$ cat config.mk
export PLATFORM = sky130hd
export DESIGN_NAME = axi_lite_reg_slave
export DESIGN_NICKNAME = d
export VERILOG_FILES = /design/src/rtl/axi_lite_reg_slave.sv
export SDC_FILE = /design/constraint.sdc
export NUM_CORES = 1
export LEC_CHECK = 0
export ABC_AREA = 1
export CELL_PAD_IN_SITES_DETAIL_PLACEMENT = 1
export CELL_PAD_IN_SITES_GLOBAL_PLACEMENT = 1
export CORE_MARGIN = 8
export CORE_UTILIZATION = 32
export CTS_CLUSTER_DIAMETER = 60
export CTS_CLUSTER_SIZE = 24
export DETAILED_ROUTE_END_ITERATION = 10
export GPL_TIMING_DRIVEN = 0
export PLACE_DENSITY_LB_ADDON = 0.1
export SYNTH_ARGS = -nofsm -noshare
export SYNTH_HDL_FRONTEND = slang
export SYNTH_SLANG_ARGS = --single-unit
$ cat constraint.sdc
create_clock -name clk -period 1.5 [get_ports clk]
set_input_delay 0.3 -clock clk [delete_from_list [all_inputs] [get_ports clk]]
set_output_delay 0.3 -clock clk [all_outputs]
set_load 0.03 [all_outputs]
$ cat src/rtl/axi_lite_reg_slave.sv
`default_nettype none
// ============================================================================
// Module   : axi_lite_reg_slave
// Brief    : AXI4-Lite register bank of NUM_REGS 32-bit registers with byte
//            strobes, per-register commit pulses and independent W/R FSMs.
// Revision : 1.0 - initial release
// ============================================================================
module axi_lite_reg_slave #(
    parameter int ADDR_WIDTH = 32,
    parameter int NUM_REGS   = 8
) (
    input  logic                     clk,
    input  logic                     rst,

    input  logic [ADDR_WIDTH-1:0]    S_AXI_AWADDR,
    input  logic                     S_AXI_AWVALID,
    output logic                     S_AXI_AWREADY,
    input  logic [31:0]              S_AXI_WDATA,
    input  logic [3:0]               S_AXI_WSTRB,
    input  logic                     S_AXI_WVALID,
    output logic                     S_AXI_WREADY,
    output logic [1:0]               S_AXI_BRESP,
    output logic                     S_AXI_BVALID,
    input  logic                     S_AXI_BREADY,

    input  logic [ADDR_WIDTH-1:0]    S_AXI_ARADDR,
    input  logic                     S_AXI_ARVALID,
    output logic                     S_AXI_ARREADY,
    output logic [31:0]              S_AXI_RDATA,
    output logic [1:0]               S_AXI_RRESP,
    output logic                     S_AXI_RVALID,
    input  logic                     S_AXI_RREADY,

    output logic [32*NUM_REGS-1:0]   regs_flat,
    output logic [NUM_REGS-1:0]      wr_pulse
);

    localparam int         c_IDX_W       = $clog2(NUM_REGS);
    localparam logic [1:0] c_RESP_OKAY   = 2'b00;
    localparam logic [1:0] c_RESP_SLVERR = 2'b10;

    typedef enum logic [1:0] {
        W_IDLE   = 2'd0,
        W_COMMIT = 2'd1,
        W_RESP   = 2'd2
    } wstate_t;

    typedef enum logic [0:0] {
        R_IDLE = 1'b0,
        R_RESP = 1'b1
    } rstate_t;

    wstate_t                       r_wstate;
    wstate_t                       w_wstate_nxt;
    rstate_t                       r_rstate;
    rstate_t                       w_rstate_nxt;

    logic                          r_aw_held;
    logic                          r_w_held;
    logic [ADDR_WIDTH-1:2]         r_awaddr;
    logic [31:0]                   r_wdata;
    logic [3:0]                    r_wstrb;

    logic                          r_bvalid;
    logic [1:0]                    r_bresp;
    logic                          r_rvalid;
    logic [1:0]                    r_rresp;
    logic [31:0]                   r_rdata;
    logic [NUM_REGS-1:0]           r_wr_pulse;

    logic                          w_awready;
    logic                          w_wready;
    logic                          w_arready;
    logic                          w_aw_hs;
    logic                          w_w_hs;
    logic                          w_ar_hs;
    logic                          w_aw_oor;
    logic                          w_ar_oor;
    logic [c_IDX_W-1:0]            w_aw_idx;
    logic [c_IDX_W-1:0]            w_ar_idx;
    logic                          w_commit;
    logic [NUM_REGS-1:0]           w_wr_sel;
    logic [NUM_REGS-1:0][31:0]     w_regs;
    logic                          w_unused_addr_lsbs;

    // Byte-offset bits carry no meaning for a word-only register bank.
    assign w_unused_addr_lsbs = ^{S_AXI_AWADDR[1:0], S_AXI_ARADDR[1:0]};

    assign w_aw_idx = r_awaddr[c_IDX_W+1:2];
    assign w_ar_idx = S_AXI_ARADDR[c_IDX_W+1:2];

    generate
        if (ADDR_WIDTH > c_IDX_W + 2) begin : g_range_chk
            assign w_aw_oor = |r_awaddr[ADDR_WIDTH-1:c_IDX_W+2];
            assign w_ar_oor = |S_AXI_ARADDR[ADDR_WIDTH-1:c_IDX_W+2];
        end else begin : g_no_range_chk
            assign w_aw_oor = 1'b0;
            assign w_ar_oor = 1'b0;
        end
    endgenerate

    // ------------------------------------------------------------------
    // Write channel FSM
    // ------------------------------------------------------------------
    always_ff @(posedge clk) begin
        if (rst) begin
            r_wstate <= W_IDLE;
        end else begin
            r_wstate <= w_wstate_nxt;
        end
    end

    always_comb begin
        w_wstate_nxt = r_wstate;
        w_awready    = 1'b0;
        w_wready     = 1'b0;
        case (r_wstate)
            W_IDLE: begin
                w_awready = !r_aw_held;
                w_wready  = !r_w_held;
                if ((r_aw_held || S_AXI_AWVALID) && (r_w_held || S_AXI_WVALID)) begin
                    w_wstate_nxt = W_COMMIT;
                end
            end
            W_COMMIT: begin
                w_wstate_nxt = W_RESP;
            end
            W_RESP: begin
                if (r_bvalid && S_AXI_BREADY) begin
                    w_wstate_nxt = W_IDLE;
                end
            end
            default: begin
                w_wstate_nxt = W_IDLE;
            end
        endcase
        // The only input-to-output path: reset gates the READYs.
        if (rst) begin
            w_awready = 1'b0;
            w_wready  = 1'b0;
        end
    end

    assign w_aw_hs  = S_AXI_AWVALID && w_awready;
    assign w_w_hs   = S_AXI_WVALID && w_wready;
    assign w_commit = (r_wstate == W_COMMIT) && !w_aw_oor;

    always_ff @(posedge clk) begin
        if (rst) begin
            r_aw_held <= 1'b0;
            r_w_held  <= 1'b0;
            r_awaddr  <= '0;
            r_wdata   <= '0;
            r_wstrb   <= '0;
        end else if (r_wstate == W_COMMIT) begin
            r_aw_held <= 1'b0;
            r_w_held  <= 1'b0;
        end else begin
            if (w_aw_hs) begin
                r_aw_held <= 1'b1;
                r_awaddr  <= S_AXI_AWADDR[ADDR_WIDTH-1:2];
            end
            if (w_w_hs) begin
                r_w_held <= 1'b1;
                r_wdata  <= S_AXI_WDATA;
                r_wstrb  <= S_AXI_WSTRB;
            end
        end
    end

    always_ff @(posedge clk) begin
        if (rst) begin
            r_bvalid <= 1'b0;
            r_bresp  <= c_RESP_OKAY;
        end else if (r_wstate == W_COMMIT) begin
            r_bvalid <= 1'b1;
            r_bresp  <= w_aw_oor ? c_RESP_SLVERR : c_RESP_OKAY;
        end else if (r_bvalid && S_AXI_BREADY) begin
            r_bvalid <= 1'b0;
        end
    end

    // ------------------------------------------------------------------
    // Register bank
    // ------------------------------------------------------------------
    generate
        for (genvar k = 0; k < NUM_REGS; k++) begin : g_reg
            logic [31:0] r_val;

            assign w_wr_sel[k] = w_commit && (w_aw_idx == c_IDX_W'(k));

            always_ff @(posedge clk) begin
                if (rst) begin
                    r_val <= '0;
                end else if (w_wr_sel[k]) begin
                    for (int b = 0; b < 4; b++) begin
                        if (r_wstrb[b]) begin
                            r_val[8*b +: 8] <= r_wdata[8*b +: 8];
                        end
                    end
                end
            end

            assign w_regs[k] = r_val;
        end
    endgenerate

    // Pulse fires on commit even when no strobe bit is set.
    always_ff @(posedge clk) begin
        if (rst) begin
            r_wr_pulse <= '0;
        end else begin
            r_wr_pulse <= w_wr_sel;
        end
    end

    // ------------------------------------------------------------------
    // Read channel FSM
    // ------------------------------------------------------------------
    always_ff @(posedge clk) begin
        if (rst) begin
            r_rstate <= R_IDLE;
        end else begin
            r_rstate <= w_rstate_nxt;
        end
    end

    always_comb begin
        w_rstate_nxt = r_rstate;
        w_arready    = 1'b0;
        case (r_rstate)
            R_IDLE: begin
                w_arready = 1'b1;
                if (S_AXI_ARVALID) begin
                    w_rstate_nxt = R_RESP;
                end
            end
            R_RESP: begin
                if (r_rvalid && S_AXI_RREADY) begin
                    w_rstate_nxt = R_IDLE;
                end
            end
            default: begin
                w_rstate_nxt = R_IDLE;
            end
        endcase
        if (rst) begin
            w_arready = 1'b0;
        end
    end

    assign w_ar_hs = S_AXI_ARVALID && w_arready;

    // Sampled at the AR edge, so a same-edge commit is not visible here.
    always_ff @(posedge clk) begin
        if (rst) begin
            r_rvalid <= 1'b0;
            r_rresp  <= c_RESP_OKAY;
            r_rdata  <= '0;
        end else if (w_ar_hs) begin
            r_rvalid <= 1'b1;
            r_rresp  <= w_ar_oor ? c_RESP_SLVERR : c_RESP_OKAY;
            r_rdata  <= w_ar_oor ? 32'h0 : w_regs[w_ar_idx];
        end else if (r_rvalid && S_AXI_RREADY) begin
            r_rvalid <= 1'b0;
        end
    end

    // ------------------------------------------------------------------
    // Outputs
    // ------------------------------------------------------------------
    assign S_AXI_AWREADY = w_awready;
    assign S_AXI_WREADY  = w_wready;
    assign S_AXI_BVALID  = r_bvalid;
    assign S_AXI_BRESP   = r_bresp;
    assign S_AXI_ARREADY = w_arready;
    assign S_AXI_RVALID  = r_rvalid;
    assign S_AXI_RRESP   = r_rresp;
    assign S_AXI_RDATA   = r_rdata;
    assign regs_flat     = w_regs;
    assign wr_pulse      = r_wr_pulse;

endmodule
`default_nettype wire

==> flow_summary.yaml <==
status:
  status: "finished with violations"
  violations: "negative setup slack"
critical_path:
  crit_path_max_fanout: 8
  path_class: "reg -> reg"
  critPathRequiredTime_ps: 2020
  path_cells: "nor2_1 -> nand2_2 -> nor2_2 -> nand2_2 -> nor2_8 -> buf_6 -> buf_12 -> nand3_4 -> nand2_1 -> inv_1 -> nor2_1"
  startpoint_type: "flop"
  cp.arrival_ps: 2410
  critPathTopFamily: "simple AND/OR/NAND/NOR gates"
  cp-end-kind: "flop"
  cp_num_buf_inv: 3
  max_stage_delay_ps: 320
  cp_slowest_cell: "dfxtp_1"
route:
  drt-initial-drc-count: 1533
  wire_per_inst_um: 24.74
  drc_errors: 0
  first_pass_iters: 5
  finalWirelength_mm: 107.0
  vias_per_cell: 5.186
  num_vias: 22430
  drtAntennaViolNets: 0
logic_synthesis:
  synth_top_family_by_area: "simple AND/OR/NAND/NOR gates"
  yosys.area_share.simple_pct: 37.96
  seq_area_frac_synth_pct: 38.23
  avgSynthCellArea_sq_um: 6.502
  synthArstFlopShare_pct: 0
  yosys.area.top_type: "dfxtp_1"
  synthAdderAreaFrac_pct: 0
  synth_seq_cells: 371
  ys_warn_count: 0
  synth_cell_types: 29
  syn-cell-area_sq_um: 19430
  synth_compound_area_share_pct: 6.884
  synth_area_leaders: "dfxtp_1 (38%), nand2_1 (15%), inv_1 (10%)"
  synth_mux_area_share_pct: 0
  synth_top_area_share_pct: 38.23
  synth-xor-area-share_pct: 0
  synthFlopType: "dfxtp_1"
  synth-edff-count: 0
  synthCells: 2988
clocking:
  cts.path.max_buffers: 3
  clock_latency_ps: 610
  clockRootBuffer: "clkbuf_16"
  htreeDepth: 2
  cts_tree: "yes"
  clock_sinks: 371
  numCtsBuffers: 42
  path_clk_slew_ps: 70
finish:
  instances_no_fill: 4326
  drive_gt1_share_pct: 25.17
  antenna_cells: 0
  fill_cells: 7626
  nets: 3620
  multi_input_area_sq_um: 9420
  syn2layout_area_growth_pct: 42.23
  regArea_sq_um: 7531
timing:
  rsz0062_at_grt: "true"
  period_share_pct: 126.1
  maxSlewHeadroom_pct: 35.86
  setup_viol: 374
  fin_setup_tns_ps: -93820
  clock-skew-final_ps: 24.45
  setup_slack_ps: -390.8
  clock.fmax_mhz: 528.9
  min_period_ps: 1891
  slew_violations: 0
  final_hold_viol_count: 0
  worst_pin_slew_ps: 962.2
pwr:
  peakVddDrop_mv: 0.6626
  power_density_nw_per_um2: 939.6
  p_leak_nw: 12.99
grt:
  grt_pass1_wl_mm: 152.3
  antenna_found_initial: 1
  grt_start_max_net_pins: 21
  grt_usage_pct: 29.24
  grt_pass1_vias: 22920
  grt.overflow.total: 0
min_path:
  hold_path_class: "in -> reg"
placed_design:
  portBuffers: 403
  pre_cts_ws_ps: -1539
  place.gp.congestion: 0.9104
  dp_hpwl_mm: 81.42
  placed_cells: 4174
floorplan:
  rows: 90
  die_w_um: 262.4
  initial_utilization_pct: 32.25
  fp.dieH_um: 262.4
  coreArea_sq_um: 60250
  die-area_sq_um: 68860
  ioPinCount: 412
flow_run:
  drv_cap: 0
## metrics by stage
step | hold slack, ps | power (W) | cell area [sq um] | util [%]
5_1_grt | 204.0 | 0.02663 | 27630 | 45.87
3_3_place_gp | 451.2 | 0.01340 | 24530 | 40.72
4_1_cts | 187.8 | 0.02563 | 26630 | 44.20
2_1_floorplan | 411.0 | 0.01201 | 19520 | -
3_5_place_dp | 458.2 | 0.01347 | 24530 | 40.72
6_report | 204.8 | 0.02596 | 27630 | 45.87
## report_power, final
group / leakage [nW] / internal (W) / switching, W
combinational: 9.20 / 0.00133 / 0.00262
sequential: 3.04 / 0.0100 / 0.0000801
clock: 0.746 / 0.00691 / 0.00502
total: 13.0 / 0.0182 / 0.00773
## synthesized netlist by cell type (4+ instances only)
cell type and n:
nor3_4 9, inv_2 4, dfxtp_1 371, buf_6 20, clkinv_1 32, buf_1 19
clkbuf_1 87, nand2_1 791, nand3_1 160, nor2_1 311, nand3_4 28, and2_0 16
buf_2 34, o21ai_0 103, nand4_1 257, a21oi_1 163, buf_4 40, inv_1 525
## final cells by class
cell class | count | area share, %
multi-input cells | 1851 | 34.09
repair buffers | 483 | 15.19
plain buffers | 200 | 6.502
clock buffers | 51 | 4.229
well taps | 782 | 3.541
inverters | 564 | 7.752
flip-flops and latches | 371 | 27.25
clock inverters | 24 | 1.440
## logic make-up (layout without fill, tap and decap cells)
| group | count (synthesis) | count (layout) |
|---|---|---|
| other cells | 1 | 2 |
| flops | 371 | 371 |
| compound gates | 267 | 267 |
| buf+inv | 767 | 1322 |
| simple gates | 1582 | 1582 |
## tightest hold or removal path: stages
cell	delay, ps
buf_6	120
inv_2	110
nand2_2	170
nor2_1	60
## path summary, 6_finish.rpt
path	from	endpoint	slack, ps	cells after the start
worst max register to register	r_awaddr[9]	g_reg[2].r_val[4]	-390	11
worst max-delay path	r_awaddr[9]	g_reg[2].r_val[4]	-390	11
worst min-delay path	rst	r_wstate[0]	200	4
worst min register to register	S_AXI_RDATA[29]	S_AXI_RDATA[29]	470	2
## flip-flops by register name, summed over array words and instances (netlist names)
register,flops
S_AXI_BRESP,1
wr_pulse,8
S_AXI_RVALID,1
r_wdata,32
S_AXI_BVALID,1
r_wstrb,4
r_awaddr,30
S_AXI_RRESP,1
r_wstate,2
r_w_held,1
g.r_val,256
S_AXI_RDATA,32
r_aw_held,1
r_rstate,1
## layout by cell type, fill, tap and decap left out, types with 16 or more instances in the layout
cell type / n
a21oi_2: 35
inv_2: 21
clkinv_1: 32
a21oi_1: 128
buf_12: 34
nand4_1: 257
nor2_1: 291
nand3_4: 32
dlygate4sd2_1: 19
o21ai_0: 66
nand2_1: 727
buf_2: 149
buf_6: 47
nand3_1: 147
dfxtp_2: 77
clkdlybuf4s50_1: 99
clkbuf_1: 41
nand2_4: 22
clkbuf_16: 58
nor2_2: 17
o21ai_2: 16
clkbuf_2: 28
buf_4: 198
o21ai_1: 18
nand2_2: 43
buf_8: 18
inv_1: 506
dfxtp_1: 292
## timing repair
action                                   CTS  global route
resized for setup                       1905           270
pin swaps                                 27            88
buffers inserted                          47            13
hold buffers                               0             0
endpoints found under the setup margin   666           424
cloned                                    11            12
## routing by layer
metal | vias to the layer above | track usage (%) | wire length, um | part of all wire, %
met5 | - | 0 | 0 | 0
met4 | 0 | 12.42 | 4938 | 4.6
met3 | 204 | 5.828 | 8026 | 7.5
met2 | 906 | 49.72 | 50530 | 47
met1 | 10940 | 35.72 | 43510 | 41
li1 | 10380 | - | - | -
Power figures use the tool's default switching activity.
==> variant 1 (same flow settings) <==
Re-encode `wstate_t` (3 states) as one-hot, 3 bits wide.
--- a/src/rtl/axi_lite_reg_slave.sv
+++ b/src/rtl/axi_lite_reg_slave.sv
@@ -41,6 +41,6 @@
 
-    typedef enum logic [1:0] {
-        W_IDLE   = 2'd0,
-        W_COMMIT = 2'd1,
-        W_RESP   = 2'd2
+    typedef enum logic [2:0] {
+        W_IDLE   = 3'b001,
+        W_COMMIT = 3'b010,
+        W_RESP   = 3'b100
     } wstate_t;
Check against the original RTL: same outputs for any inputs over 4 cycles, from zero or initial values and one cycle with rst high; so few cycles prove little.
==> variant 1 against the original RTL <==
- the flow still finishes with violations (negative setup slack)
- critical path depth increased by 1
- non-clock buffer count decreased by 12
- global-route usage increased by 1.2 points
- area after synthesis decreased by 1.2%
- power increased by 14%
- combinational power increased by 99%
- utilization increased by 1.6 points
- sequential cell count increased by 1
- worst setup slack got worse by 0.051 ns
- via count increased by 0.69%
- wire length increased by 2.7%
- final area increased by 1.5%
- largest cell class unchanged
==> variant 1: results (changes against the original RTL) <==
internal power 19.10 mW (was 18.24 mW); Clock Skew 0.03441 ns (was 0.02445 ns); status finished, violations left (unchanged); worst slack, placed -1.724 ns (was -1.539 ns); setup ws final -0.4420 ns (was -0.3908 ns); Placed Cells 4155 (was 4174); Final Setup Violations 367 (was 374); pin count of the biggest net entering global routing 17 (was 21); WHS Endpoint S_AXI_BVALID$_SDFFE_PP0P_ (was r_wstate[0]$_SDFFE_PP0P_); final setup TNS -102.36 ns (was -93.82 ns); first-pass GRT wire length 153.3 mm (was 152.3 mm); share of cells above drive strength 1 32.85% (was 25.17%); Post-Route WL 109.9 mm (was 107.0 mm); DR vias 22587 (was 22433); cells after synthesis 2977 (was 2988); crit path max fanout 10 (was 8); Worst setup startpoint r_wstate[2]$_SDFFE_PP0P_ (was r_awaddr[9]$_SDFFE_PP0P_); Synth cell types 30 (was 29); Sw Pwr 10.62 mW (was 7.725 mW); failing checks negative setup slack (unchanged); Post-DP HPWL 81.59 mm (was 81.42 mm); Post-DP Area 24560 um^2 (was 24530 um^2); total leakage power 13.10 nW (was 12.99 nW); top cells by area, synth dfxtp_1 39%, nand2_1 15%, inv_1 10%, nand4_1 8.4%, nor2_1 7.2% (was dfxtp_1 38%, nand2_1 15%, inv_1 10%, nand4_1 8.3%, nor2_1 6.0%); initial antenna violation count 0 (was 1); PostCTS Resize Cnt 2045 (was 1905); final-layout fill cell count 7434 (was 7626); Nets 3602 (was 3620); Finished Layout Cells 4301 (was 4326); crit-path max cell delay 0.37 ns (was 0.32 ns); post-CTS setup buffers 41 (was 47)
-- variant 1: cell count changes after synthesis, sizes merged, moves of 23 or more --
cell    unedited run  this run
clkbuf            87       110
buf              116        90
a21oi            163       139
o21ai            103       135
nand3            191       159
nand2            794       754
nor2             315       370
-- variant 1: final cells by class --
class	count	area, um^2	share of cell area [%]
Multi-Input combinational cell	1846	9819	35.02
Timing Repair Buffer	475	4096	14.61
Sequential cell	372	7580	27.03
Inverter	561	2146	7.652
Tap cell	773	967.2	3.449
Clock inverter	25	275.3	0.9816
Buffer	196	1972	7.032
Clock buffer	53	1186	4.230
-- variant 1: layer usage --
metal  track usage [%]  share of wire [%]  vias to the layer above
li1                  -                  -                    10326
met5                 0                  0                        -
met2             49.97                 46                      867
met1             38.89                 42                    11163
met4             14.23                4.9                        0
met3             4.964                6.8                      231
==> variant 2 (config.mk and constraints unchanged) <==
Made on the original files. The parameter `NUM_REGS` goes from 8 to 4.
--- a/src/rtl/axi_lite_reg_slave.sv
+++ b/src/rtl/axi_lite_reg_slave.sv
@@ -9,3 +9,3 @@
     parameter int ADDR_WIDTH = 32,
-    parameter int NUM_REGS   = 8
+    parameter int NUM_REGS   = 4
 ) (
Ports: changed (resized regs_flat and wr_pulse); port bits go from 412 to 280. No check against the original RTL was run, so the function may have changed too.
==> variant 2 against the original RTL <==
- the run still ends with negative setup slack left
- wire length shrank 50%
- non-clock buffer count fell by 250
- final area down 39%
- critical path depth decreased by 6
- worst setup slack better by 0.11 ns
- worst hold slack better by 0.093 ns
- power fell by 37%
- sequential cell count fell by 132
- maximum frequency up 6.1%
- area after synthesis down 42%
- utilization increased by 3.0 points
- critical endpoint is now S_AXI_AWREADY
==> variant 2: results (changes against the original RTL) <==
status finished, violations left (unchanged); failing checks negative setup slack (unchanged); DR vias 12584 (was 22433); Synth top cells by count 411 x nand2_1, 296 x inv_1, 239 x dfxtp_1 (was 791 x nand2_1, 525 x inv_1, 371 x dfxtp_1); WP data arrival 1.48 ns (was 2.41 ns); Non-Clock Inverter Count 301 (was 564); Total GRT Usage 23.66% (was 29.24%); met3 usage 4.284% (was 5.828%); drt first-iter violations 648 (was 1533); Clock Skew 0.01448 ns (was 0.02445 ns); worst slack, placed -1.261 ns (was -1.539 ns); crit path max-delay cell type dfxtp_4 (was dfxtp_1); final setup TNS -33.23 ns (was -93.82 ns); Yosys top cell area share 42.40% (was 38.23%); met1 Track Usage GR 30.28% (was 35.72%); Synth cell types 28 (was 29); wire length on met1 23.17 mm (was 43.51 mm); FF-to-FF Start r_wstate[0]$_SDFFE_PP0P_ (was r_awaddr[9]$_SDFFE_PP0P_); met2 GRT Util 40.99% (was 49.72%); final-layout fill cell count 4329 (was 7626); measured slew at the worst slew-check pin 1.013 ns (was 0.9622 ns); Final Setup Violations 199 (was 374); #MultiIn Comb 1049 (was 1851); met3 WL post-DR 3.159 mm (was 8.026 mm); Final GP Congestion 0.8341 (was 0.9104); Worst setup startpoint r_wstate[1]$_SDFFE_PP0P_ (was r_awaddr[9]$_SDFFE_PP0P_); Seq pwr share 40.5% (was 38.8%); Mean Syn Cell Area 6.642 um^2 (was 6.502 um^2); first-pass GRT wire length 76.80 mm (was 152.3 mm); htree depth 1 (was 2); Nets 2157 (was 3620); crit-path max cell delay 0.37 ns (was 0.32 ns); footprint of the multi-input gates 5812 um^2 (was 9420 um^2); top cells by area, synth dfxtp_1 42%, nand2_1 14%, inv_1 9.8%, a21oi_1 7.4%, nand4_1 7.2% (was dfxtp_1 38%, nand2_1 15%, inv_1 10%, nand4_1 8.3%, nor2_1 6.0%); clock buf count 28 (was 51); Port Buffers 270 (was 403); setup ws final -0.2822 ns (was -0.3908 ns); sequential share of the synthesized area 42.40% (was 38.23%); max FFs per register 128 (was 256); share of cells above drive strength 1 32.13% (was 25.17%); Peak VDD IR 0.7206 mV (was 0.6626 mV); Final clock-cell share 5.585% (was 5.669%); Placed Cells 2425 (was 4174); vias per cell 4.984 (was 5.186); Post-Route WL 53.71 mm (was 107.0 mm); buffer share of cell area 21.50% (was 21.69%)
==> variant 2: per-stage QoR <==
step | instance area [um^2] | power, mW
after detailed placement | 14580 | 8.576
after floorplan | 11310 | 7.709
after global placement | 14580 | 8.541
after global routing | 16920 | 16.78
final | 16920 | 16.27
after CTS | 15760 | 15.89
==> variant 2: cell families after synthesis <==
group / synth area share (%)
AOI/OAI and AO/OA: 11.99
buffers and inverters: 14.71
DFF: 42.40
other: 0.03323
and+or+nand+nor: 30.87
==> variant 2: repair_timing <==
action                                  CTS  global route
cloned                                    4            18
gates resized for setup                 450           718
pin swaps                                14           184
endpoints found under the setup margin  374           374
setup buffers                            18            19
==> variant 2: final timing paths <==
check,to,slack (ns),cells after the start
worst max-delay path,S_AXI_AWREADY,-0.28,5
worst min-delay path,r_wstate[0]$_SDFFE_PP0P_,0.30,4
worst max register to register,g_reg[0].r_val[21]$_SDFFE_PP0P_,-0.28,11
worst min register to register,r_awaddr[21]$_SDFFE_PP0P_,0.46,2
